**src/rtl/pc_next_unit.sv**
```systemverilog
// Fetch-stage program counter with next-PC selection.
// Chooses between sequential advance, PC-relative branch, absolute jump and
// register-indirect targets, with an exception vector overriding all of them.
// A redirect that arrives while fetch is stalled is parked in a one-entry
// buffer and applied on the first ready cycle. Every PC redirect that is
// applied raises a one-cycle flush pulse.
module pc_next_unit #(
  parameter int                 DATA_W   = 32,
  parameter int                 ADDR_W   = 18,
  parameter int                 INC      = 4,
  parameter logic [DATA_W-1:0]  RESET_PC = '0,
  parameter logic [DATA_W-1:0]  EXC_VEC  = DATA_W'(32'h0000_0080)
) (
  input  logic              clk,
  input  logic              rst_n,
  input  logic              redirect_valid,
  input  logic [1:0]        pcsrc,
  input  logic [DATA_W-1:0] branch_pc,
  input  logic [DATA_W-1:0] imm,
  input  logic [DATA_W-1:0] jump_target,
  input  logic [DATA_W-1:0] reg_target,
  input  logic              exc_valid,
  input  logic              fetch_ready,
  output logic [DATA_W-1:0] pc_out,
  output logic              pc_valid,
  output logic              redirect_pending,
  output logic              flush_out,
  output logic              align_err
);

  // What the PC register does at the coming edge, in priority order.
  typedef enum logic [2:0] {
    ACT_EXC,      // load exception vector
    ACT_REDIRECT, // load freshly selected target
    ACT_BUFFER,   // park selected target while fetch is stalled
    ACT_PENDING,  // load previously parked target
    ACT_SEQ,      // sequential advance
    ACT_HOLD      // nothing changes
  } action_e;

  localparam logic [DATA_W-1:0] INC_W = DATA_W'(INC);

  logic [DATA_W-1:0] branch_sum;
  logic [DATA_W-1:0] branch_tgt;
  logic [DATA_W-1:0] raw_tgt;
  logic [DATA_W-1:0] aligned_tgt;
  logic [DATA_W-1:0] pending_tgt;
  logic              redirect;
  logic              misaligned;
  action_e           action;

  // Target selection: branch sum wraps at DATA_W, then keeps only ADDR_W bits.
  always_comb begin
    // NOTE: every signal written here gets a default first, so no path can
    // leave it unassigned and infer a latch.
    branch_sum = branch_pc + imm;
    branch_tgt = '0;
    raw_tgt    = '0;
    for (int i = 0; i < DATA_W; i++) begin
      branch_tgt[i] = (i < ADDR_W) ? branch_sum[i] : 1'b0;
    end
    unique case (pcsrc)
      2'd1:    raw_tgt = branch_tgt;
      2'd2:    raw_tgt = jump_target;
      2'd3:    raw_tgt = reg_target;
      default: raw_tgt = '0;
    endcase
    aligned_tgt = {raw_tgt[DATA_W-1:2], 2'b00};
    misaligned  = |raw_tgt[1:0];
    // pcsrc = 0 means "no redirect" even when redirect_valid is set.
    redirect    = redirect_valid && (pcsrc != 2'd0);
  end

  // Priority decode of the per-edge action.
  always_comb begin
    action = ACT_HOLD;
    if (exc_valid)                             action = ACT_EXC;
    else if (redirect && fetch_ready)          action = ACT_REDIRECT;
    else if (redirect)                         action = ACT_BUFFER;
    else if (redirect_pending && fetch_ready)  action = ACT_PENDING;
    else if (fetch_ready)                      action = ACT_SEQ;
    else                                       action = ACT_HOLD;
  end

  // PC, valid, pending buffer and pulse registers.
  always_ff @(posedge clk or negedge rst_n) begin
    if (!rst_n) begin
      pc_out           <= RESET_PC;
      pc_valid         <= 1'b0;
      redirect_pending <= 1'b0;
      pending_tgt      <= '0;
      flush_out        <= 1'b0;
      align_err        <= 1'b0;
    end else begin
      // NOTE: sequential state uses non-blocking assignments so the pulse
      // defaults below can be overridden later in the same block without
      // creating ordering races between registers.
      flush_out <= 1'b0;
      align_err <= 1'b0;
      if (!pc_valid) begin
        // First edge after reset only validates the PC; requests are ignored.
        pc_valid <= 1'b1;
      end else begin
        // Misalignment is reported whenever a redirect target is captured,
        // either straight into the PC or into the pending buffer.
        align_err <= redirect && !exc_valid && misaligned;
        unique case (action)
          ACT_EXC: begin
            pc_out           <= EXC_VEC;
            redirect_pending <= 1'b0;
            flush_out        <= 1'b1;
          end
          ACT_REDIRECT: begin
            pc_out           <= aligned_tgt;
            redirect_pending <= 1'b0;
            flush_out        <= 1'b1;
          end
          ACT_BUFFER: begin
            pending_tgt      <= aligned_tgt;
            redirect_pending <= 1'b1;
          end
          ACT_PENDING: begin
            pc_out           <= pending_tgt;
            redirect_pending <= 1'b0;
            flush_out        <= 1'b1;
          end
          ACT_SEQ: begin
            pc_out <= pc_out + INC_W;
          end
          default: begin
          end
        endcase
      end
    end
  end

endmodule

```
**config.mk**
```make
export PLATFORM = sky130hd
export DESIGN_NAME = pc_next_unit
export DESIGN_NICKNAME = d
export VERILOG_FILES = /design/src/rtl/pc_next_unit.sv
export SDC_FILE = /design/constraint.sdc
export NUM_CORES = 1
export LEC_CHECK = 0
export CORE_MARGIN = 5
export CORE_UTILIZATION = 47
export DETAILED_ROUTE_END_ITERATION = 8
export PLACE_DENSITY_LB_ADDON = 0.1
export SLEW_MARGIN = 25
export SYNTH_ARGS = -nofsm -noshare
export SYNTH_HDL_FRONTEND = slang
export SYNTH_SLANG_ARGS = --single-unit
```
**constraint.sdc**
```tcl
create_clock -name clk -period 2.5 [get_ports clk]
set_clock_uncertainty 0.05 [all_clocks]
set_input_delay 0.5 -clock clk [delete_from_list [all_inputs] [get_ports clk]]
set_output_delay 0.5 -clock clk [all_outputs]
set_load 0.05 [all_outputs]
```
; ---- Word level (Yosys, flattened, before mapping)
; Index checks and enable logic that the tools add are counted.
[classes]
add_sub_neg = 2
n_eq_ne = 7
mux = 11
n_reduce_logical = 15
[op_table]
columns = cell, n
row1 = $pmux W32 S4, 1
row2 = $pmux W32 S3, 1
row3 = $add A32 B3 Y32 const B, 1
row4 = $add A18 B18 Y18, 1
row5 = $mux W3, 4
row6 = $eq A3 B2 Y1 const B, 2
row7 = $reduce_and A2 Y1, 3
row8 = $logic_and A1 B1 Y1, 5
row9 = $eq A2 B2 Y1 const B, 2
row10 = $mux W1, 4
row11 = $reduce_bool A2 Y1, 2
row12 = $reduce_bool A4 Y1, 1
row13 = $eq A3 B1 Y1 const B, 1
row14 = $eq A3 B3 Y1 const B, 1
row15 = $logic_not A3 Y1, 1
row16 = $reduce_or A3 Y1, 1
row17 = $eq A2 B1 Y1 const B, 1
row18 = $pmux W1 S2, 1
row19 = $reduce_or A2 Y1, 1
row20 = $logic_not A1 Y1, 1
[word_totals]
ff_bits = 66
input_bits = 135
output_inout_bits = 36
word_cells = 41

; ---- Longest topological paths before layout
; Gate-level depths: netlist of run 1.
[logic_depth]
word_depth = 9
ltp_mapped = 9
mapped_depth_nobuf = 8

; ---- Worst setup path before layout of run 1
; OpenSTA, ideal clock, no wires.
[synth_path]
path_type = input port to flip-flop
from = input branch_pc[0]
to = register pc_out[12]
setup_time_ns = 0.131
arrival_time_ns = 2.330
required_time_ns = 2.319
setup_slack_ns = -0.011
stages = 8
path_buffers = 0
cell_sequence = ha_1 > fa_1 > a211oi_1 > o21bai_1 > o31ai_1 > nor2b_1 > xor2_1 > o22ai_1
[synth_between]
elab_chain_cells = 3
[synth_lines]
columns = element, line
row1 = from (decl), 18  ; input logic [DATA_W-1:0] branch_pc,
row2 = $add A18 B18 Y18, 56  ; branch_sum = branch_pc + imm;
row3 = $pmux W32 S3, 62  ; unique case (pcsrc)
row4 = $pmux W32 S4, 107  ; unique case (action)
row5 = to (signal assigned), 114  ; pc_out <= aligned_tgt;
row6 = to (signal assigned), 123  ; pc_out <= pending_tgt;
row7 = to (signal assigned), 128  ; pc_out <= pc_out + INC_W;
row8 = to (decl), 24  ; output logic [DATA_W-1:0] pc_out,
; No other way between the ends.
; A chain may end at the register's enable or synchronous reset.

; ---- Worst setup path after layout of run 1
[layout_path]
from = input branch_pc[4]
to = register pc_out[17]
; Same word-level chain as after synthesis.

==> results of run 1 <==
## final cells by class
| class | count | area share, % |
|---|---|---|
| Inverter | 8 | 0.402 |
| Clock buffer | 13 | 2.40 |
| Clock inverter | 2 | 0.805 |
| Tap cell | 136 | 2.28 |
| Sequential cell | 64 | 21.5 |
| Timing Repair Buffer | 227 | 27.8 |
| Multi-Input combinational cell | 505 | 44.8 |
## cells by family (layout without fill, tap and decap cells)
kind of cell               count (synthesis)  after routing
AOI/OAI and AO/OA                        200            200
DFF                                       64             64
buffers and inverters                     41            250
xor gates and xnor gates                  24             24
other                                      2              3
and+or+nand+nor                          234            234
adders and majority gates                 19             19
muxes                                     25             25
## worst paths after layout
path,start,to,depth (start not counted)
worst max-delay path,branch_pc[4],pc_out[17]$_DFFE_PN0P_,10
worst min-delay path,rst_n,pc_out[3]$_DFFE_PN0P_,1
worst max register to register,pc_out[4]$_DFFE_PN0P_,pc_out[15]$_DFFE_PN0P_,6
worst min register to register,pending_tgt[23]$_DFFE_PN0P_,pending_tgt[23]$_DFFE_PN0P_,2
max in group asynchronous,rst_n,pending_tgt[29]$_DFFE_PN0P_,2
min in group clk,pending_tgt[23]$_DFFE_PN0P_,pending_tgt[23]$_DFFE_PN0P_,2
## placed cells by master (no fill, tap or decap), drive strengths merged, types with 7 or more instances in the layout
master / n
a32oi: 9
o221ai: 10
mux2: 21
buf: 90
a22oi: 10
xor2: 8
clkdlybuf4s50: 131
o21ai: 57
o211ai: 12
nor2b: 7
xnor2: 16
a211oi: 7
nand3: 25
ha: 18
nand4: 9
clkbuf: 13
a31oi: 8
nor3: 15
dfrtp: 64
inv: 8
nand2: 102
a21oi: 42
nor2: 41
## where the power goes
part           total, W  internal (W)  leakage [nW]  switching, W
sequential      0.00122       0.00114         0.851     0.0000756
combinational   0.00101      0.000509          2.15      0.000503
clock           0.00109      0.000666         0.122      0.000421
total           0.00332       0.00232          3.12      0.000999
## per-layer routing
| metal | up-vias | global-route usage (%) |
|---|---|---|
| li1 | 2683 | - |
| met1 | 2748 | 34.6 |
| met2 | 284 | 47.4 |
| met3 | 52 | 5.78 |
| met4 | 0 | 9.62 |
| met5 | - | 0 |
## sequential cells by signal (all words and copies together), names as in the netlist
name / count
redirect_pending: 1
pc_out: 30
pending_tgt: 30
pc_valid: 1
align_err: 1
flush_out: 1
## timing repair
action / 4_1_cts / 5_1_grt
endpoints found under the setup margin: 14 / 22
pin swaps: 12 / 9
buffers inserted: 3 / 1
gates resized for setup: 14 / 16
## worst reg2reg max path, cell delays in order (launching register included)
cell	delay, ns
dfrtp_1	0.51
nand4_2	0.21
or4_1	0.60
a211o_1	0.31
a22o_1	0.20
nor2_1	0.12
a21oi_1	0.07
## through the flow
step,setup TNS [ns],setup WS (ns)
5_1_grt,-0.284,-0.113
4_1_cts,0,0.00800
2_1_floorplan,0,0.0149
3_5_place_dp,-10.89,-0.604
3_3_place_gp,-9.74,-0.567
6_report,0,0.0556
==> metrics, run 1 <==
Top FF cell, synth dfrtp_1; vias in the first global route approximately 5900; Bufs and invs on worst path 3; maxcap violations 0; Worst path top cell family by delay compound AO/OA/AOI/OAI gates; largest area contributor in the netlist dfrtp_1; worst skew pair latency 0.34 ns; CP max stage delay 0.41 ns; # setup viols final 0; Leak Pwr a little over 3 nW; area taken by multi-input logic gates between 3000 and 4000 sq um; Final Max Slew Viols 0; clk root buf clkbuf_8; met2 WL between 8 and 9 mm; final hold violation count 0; Vias/cell between 6 and 7; Synth top area share around 32%; register area share after synthesis 32.2%; Placed Cells approximately 940; complex-gate fraction of the synthesized area 26.2%; Worst Setup Start Kind input pin; Worst VDD drop ~350 uV; post-layout util 72.3%; WL final approximately 18 mm; Adder-Cell Fraction of Synth Area 4.93%; crit path DAT roughly 2.6 ns; share of cells above drive strength 1 19.4%; Sequential Area approximately 1600 sq um; top post-synthesis cells by area dfrtp_1 32%, nand2_1 7.7%, o21ai_0 5.4%; CTS H-Tree Depth 3; most numerous cell in the Yosys netlist nand2_1; initial antenna violation count 0; Worst slew margin 55.7%; fill cell count roughly 830; Metal-1 WL 7.17 mm; Tightest Pin Transition ~0.66 ns; Max clock buf depth 2; GRT overflow 0; final period utilization just under 100%; RSZ-0062 raised after global routing yes; largest net degree at the start of global routing 53; fraction of registers with async set or reset after synthesis 100%; Layout area overhead 49.9%; critical path class input pin to flop; largest family of logic cells by synthesized area compound AO/OA/AOI/OAI gates; post-route cell area 7460 sq um; Finished Layout Cells 955; syn_area_per_cell about 8.2 sq um; Power, Total between 0.003 and 0.004 W; synth cell count leaders 102 x nand2_1, 64 x dfrtp_1, 54 x o21ai_0, 42 x a21oi_1, 40 x nor2_1; DR vias approximately 5800; Die Y approximately 110 um; DRT iter0 DRCs ~400; die area roughly 13000 sq um; n_diodes 0; number of enable flip-flop cells after synthesis 0; mux contribution to synthesized area between 5 and 6%; die width about 110 um; DR pass1 iterations 5; DRC 0; XOR/XNOR Fraction of Synth Area under 10%; CP dominant cell by count buf_4; outcome complete, no violations; TritonCTS clock tree built; ordered list of cells on the worst path clkdlybuf4s50_1, ha_1, buf_4, a211oi_2, o211ai_1, buf_4, a21oi_2, o21ai_2, xor2_1, o221ai_1; final hold slack approximately 0.12 ns; maximum clock rate 409 MHz; overall routing resource usage 27.7%; crit-path max FO 4; FF-to-FF setup slack between 0.3 and 0.4 ns; Synth cell types a little over 60; power density cells 445 nW/um^2; met3 routed WL ~1.4 mm; Seq cells post-synth 64; Req. time, crit path 2.66 ns; Worst setup EP type flop; Routed WL per cell 18.7 um; Inserted Clock Buffers 9; HP Class input pin to async pin; critical path's slowest cell clkdlybuf4s50_1; routability congestion estimate 0.899; DP Area around 7100 sq um; crit path time final 2.44 ns; Synth Area in Simple Gates 23.3%; Initial Util 48.2%; clock sinks 64; top-level I/O count between 150 and 200; cell area after synthesis around 5000 sq um; # rows 37; final HPWL from detailed placement approximately 14 mm; clock slew at reported path FFs ~0.08 ns; CTS Hold Buffers Added 0; port buffer count between 100 and 150; Core Area between 10000 and 15000 sq um; first-pass GRT wire length 28.9 mm; Max Used Layer met4; Warnings, synthesis 0; Post-Syn Instances roughly 600; nets@finish roughly 970; antenna viol nets, final 0
No activity file was read; power rests on OpenSTA's default activity.
==> run 2: changes to the inputs <==
- CAP_MARGIN: default -> 20
==> results of run 2 <==
The final DEF is identical to that of run 1; final timing and power are the same.
